**src/rtl/aes128_type_pkg.sv**
```systemverilog
// Shared AES types and helpers: the reduction polynomial constant,
// the GF(2^8) multiplier state encoding and a reusable xtime function.
package aes128_type_pkg;

    // Low byte of x^8+x^4+x^3+x+1; the x^8 term is implied by the shift-out.
    localparam logic [7:0] AES_POLY = 8'h1B;

    typedef enum logic [1:0] {
        IDLE = 2'd0,
        CALC = 2'd1,
        DONE = 2'd2
    } gmul_state_e;

    // Multiply by x in GF(2^8): shift left, fold bit 7 back in with poly.
    function automatic logic [7:0] xtime(input logic [7:0] a, input logic [7:0] poly);
        return {a[6:0], 1'b0} ^ (a[7] ? poly : 8'h00);
    endfunction

endpackage

```
**src/rtl/aes128_gf_mult.sv**
```systemverilog
// Sequential shift-and-add GF(2^8) multiplier, one bit of b per cycle.
// Optional build macro AES128_GMUL_EARLY_EXIT_EN: when defined, CALC stops
// as soon as the remaining multiplier bits are all zero; otherwise CALC
// always performs exactly eight iterations (constant latency of 10).
module aes128_gf_mult
    import aes128_type_pkg::*;
#(
    parameter logic [7:0] POLY = AES_POLY
) (
    input  logic       clk_i,
    input  logic       rst_i,
    input  logic [7:0] a_i,
    input  logic [7:0] b_i,
    input  logic       start_i,
    output logic [7:0] result_o,
    output logic       valid_o
);

    gmul_state_e state_q, state_d;
    logic [7:0]  a_q, a_d;
    logic [7:0]  b_q, b_d;
    logic [7:0]  p_q, p_d;
    logic [7:0]  result_q, result_d;
    logic        calc_exit;

`ifdef AES128_GMUL_EARLY_EXIT_EN
    // Nothing left to add once every remaining multiplier bit is zero.
    assign calc_exit = (b_q == 8'h00);
`else
    logic [2:0]  cnt_q, cnt_d;
    logic        last_q, last_d;

    // last_q is raised by the eighth iteration, so the following CALC cycle exits.
    assign calc_exit = last_q;
`endif

    // Next-state and datapath update; everything holds unless a state acts on it.
    always_comb begin
        state_d  = state_q;
        a_d      = a_q;
        b_d      = b_q;
        p_d      = p_q;
        result_d = result_q;
`ifndef AES128_GMUL_EARLY_EXIT_EN
        cnt_d    = cnt_q;
        last_d   = last_q;
`endif
        case (state_q)
            IDLE: begin
                if (start_i) begin
                    a_d     = a_i;
                    b_d     = b_i;
                    p_d     = 8'h00;
                    state_d = CALC;
`ifndef AES128_GMUL_EARLY_EXIT_EN
                    cnt_d   = 3'd0;
                    last_d  = 1'b0;
`endif
                end
            end
            CALC: begin
                if (calc_exit) begin
                    result_d = p_q;
                    state_d  = DONE;
                end else begin
                    if (b_q[0]) begin
                        p_d = p_q ^ a_q;
                    end
                    a_d = xtime(a_q, POLY);
                    b_d = {1'b0, b_q[7:1]};
`ifndef AES128_GMUL_EARLY_EXIT_EN
                    cnt_d  = cnt_q + 3'd1;
                    last_d = (cnt_q == 3'd7);
`endif
                end
            end
            DONE: begin
                // start_i is deliberately not looked at here; IDLE samples it next cycle.
                state_d = IDLE;
            end
            default: begin
                state_d = IDLE;
            end
        endcase
    end

    // State and datapath registers; reset aborts any operation in flight.
    always_ff @(posedge clk_i) begin
        if (rst_i) begin
            state_q  <= IDLE;
            a_q      <= 8'h00;
            b_q      <= 8'h00;
            p_q      <= 8'h00;
            result_q <= 8'h00;
`ifndef AES128_GMUL_EARLY_EXIT_EN
            cnt_q    <= 3'd0;
            last_q   <= 1'b0;
`endif
        end else begin
            state_q  <= state_d;
            a_q      <= a_d;
            b_q      <= b_d;
            p_q      <= p_d;
            result_q <= result_d;
`ifndef AES128_GMUL_EARLY_EXIT_EN
            cnt_q    <= cnt_d;
            last_q   <= last_d;
`endif
        end
    end

    assign result_o = result_q;
    assign valid_o  = (state_q == DONE);

endmodule

```
**config.mk**
```make
export PLATFORM = sky130hd
export DESIGN_NAME = aes128_gf_mult
export DESIGN_NICKNAME = d
export VERILOG_FILES = /design/src/rtl/aes128_type_pkg.sv /design/src/rtl/aes128_gf_mult.sv
export SDC_FILE = /design/constraint.sdc
export NUM_CORES = 1
export LEC_CHECK = 0
export CAP_MARGIN = 40
export CORE_AREA = 10 10 88 90
export CTS_CLUSTER_DIAMETER = 60
export DETAILED_ROUTE_END_ITERATION = 12
export DIE_AREA = 0 0 98 100
export PLACE_DENSITY = 0.52
export SKIP_CTS_REPAIR_TIMING = 1
export SLEW_MARGIN = 20
export SYNTH_ARGS = -nofsm -noshare
export SYNTH_HDL_FRONTEND = slang
export SYNTH_SLANG_ARGS = --single-unit
```
**constraint.sdc**
```tcl
create_clock -name clk_i -period 1.2 [get_ports clk_i]
set_input_delay 0.18 -clock clk_i [delete_from_list [all_inputs] [get_ports clk_i]]
set_output_delay 0.18 -clock clk_i [all_outputs]
set_load 0.02 [all_outputs]
```
==> results.yml <==
outcome:
  status: "finished with violations"
  violations: "setup timing"
clock_tree:
  clk_pin_slew_worst_paths_ps: 80
  root_buffer: "clkbuf_8"
  clk_latency_ps: 280
  cts_sinks: 38
  cts_tree: "built"
  clockBufferDepth: 2
  cts_max_level: 2
  cts_buffers: 5
grt:
  grt_use_total: 0.07604
  grt_max_degree: 28
  grt_pass1_vias: 1334
  grt-ovfl-total: 0
  antenna_found_initial: 0
  grt_pass1_wl_um: 6258
sta:
  slew_headroom: 0.8028
  tns_ps: -2902
  layout_setup_ws_ps: -152.6
  slew_viol_final: 0
  grt_setup_unrepaired: "true"
  timing.final.hold_violations: 0
  clock.fmax_mhz: 739.3
  setup_viol_count_final: 26
  fin_crit_ps: 1353
  worst_pin_slew_ps: 295.9
  fin_worst_skew_ps: 5.169
  period_share: 1.127
yosys:
  seq_area_frac_synth: 0.4352
  synth_cell_types: 29
  synth_top_family_by_area: "compound AO/OA/AOI/OAI gates"
  synth_adder_area_share: 0.01432
  synth_compound_area_frac: 0.2047
  synth_xor_area_frac: 0.01503
  synth_area_per_cell_um2: 9.875
  ys_ff_latch: 38
  synth_edf_count: 0
  async_reset_ff_frac: 0
  yosys_warnings: 0
  synthSimpleGateAreaFrac: 0.1668
  synth_mux_area_frac: 0.1145
  netlist.area_leader.share: 0.4352
  syn_nets: 198
  synthTopCellsByArea: "dfxtp_1, mux2i_1, nor2_1"
  syn_inst: 177
  syn_area_mm2: 0.001748
  yosys_most_used_dff: "dfxtp_1"
  yosys.area.top_type: "dfxtp_1"
floorplanning:
  core_area_mm2: 0.006132
  rows: 29
  die_h_um: 100
  die_area_mm2: 0.009800
  die_x_um: 98
  io_pins: 28
  start_util: 0.2850
routing:
  wl_per_cell_um: 13.51
  drc_errors: 0
  viasPerCell: 4.645
  firstDrtPassIters: 4
  antenna_left: 0
  vias: 1412
  finalWirelength_um: 4107
  first_iter_violations: 40
pwr:
  power_mw: 3.305
  p_leak_nw: 1.265
  irDropWorstVdd_uv: 667.3
  p_per_area_mw_per_mm2: 1293
finish:
  layout_commonest_cell: "dfxtp_1"
  final_cell_mix: "dfxtp_1, mux2i_1, nor2_1, clkdlybuf4s50_1, buf_4"
  diodes: 0
  area_delta_synth_final_pct: 46.24
  drive_gt1_frac: 0.2731
  nets: 247
setup_path:
  endpoint_kind: "flop"
  cp.arrival_ps: 1560
  worstPathMaxFanout: 7
  critical_path_required_ps: 1410
  path_class: "flop to flop"
  startpoint: "state_q[0]"
  cp-start-kind: "flop"
  rr_startpoint: "state_q[0]"
min_path:
  hp-start: "result_o[4]"
  worst_hold_path_type: "flop to flop"
place:
  gp_congestion: 0.7483
  numPortBuffers: 27
  place_hpwl_um: 2832
job:
  maxCapViolCount: 0
report_power, final:
group / total (mW) / switching [mW] / internal (mW)
clock: 1.30 / 0.465 / 0.833
sequential: 1.40 / 0.0706 / 1.33
combinational: 0.605 / 0.259 / 0.346
total: 3.31 / 0.795 / 2.51
metrics by stage:
stage                     hold WS, ps  cell area (um2)    util  std cells  worst slack (ps)
after floorplan                 418.5             1767       -        177            -34.46
after global placement          479.7             2202  0.3591        285            -333.9
after detailed placement        487.1             2202  0.3591        285            -341.2
after CTS                       506.9             2340  0.3816        293            -495.3
after global routing            518.6             2556  0.4169        304            -221.5
final                           494.2             2556  0.4169        304            -152.6
critical path: stages, from the launching register on:
cell,delay (ps)
dfxtp_2,330
buf_6,120
nand2b_4,160
a21oi_4,240
clkbuf_16,220
nor2_1,40
a211oi_1,160
cell usage after synthesis (all sizes together) (3+ instances only):
| library cell | instances |
|---|---|
| nand2b | 8 |
| xor2 | 3 |
| a21oi | 9 |
| nand2 | 3 |
| a211oi | 12 |
| clkbuf | 4 |
| nor2b | 10 |
| o211ai | 3 |
| buf | 10 |
| mux2i | 20 |
| a22o | 8 |
| nor2 | 27 |
| dfxtp | 38 |
| nand3b | 3 |
| o22ai | 8 |
metal layers:
layer,vias to the layer above,track usage,part of all wire
li1,729,-,-
met1,649,0.09163,0.48
met5,-,0,0
met4,0,0.02685,0.011
met3,2,0.03091,0.051
met2,32,0.1193,0.46
sequential cells by signal (all words and copies together), names as in the netlist:
name,count
a_q,8
b_q,8
calc_exit,1
cnt_q,3
p_q,8
result_o,8
state_q,2
final timing paths:
path,end,slack [ps],cells past startpoint
worst min register to register,result_o[4],490,2
worst max-delay path,a_q[7],-150,6
worst min-delay path,result_o[4],490,2
worst max register to register,a_q[7],-150,6
final cells by class:
cell class | count | area [um2]
fill | 603 | 3576
multi-input combinational | 124 | 949.7
sequential | 38 | 764.5
timing repair buffer | 56 | 604.3
tap | 77 | 96.34
clock buffer | 5 | 68.82
clock inverter | 3 | 68.82
inverter | 1 | 3.754
cell families after synthesis:
kind of cell    after synthesis
fa+ha+maj                     2
mux                          20
flops                        38
compound gates               46
xor+xnor                      3
buf+inv                      15
simple gates                 53
Power figures use the tool's default switching activity.
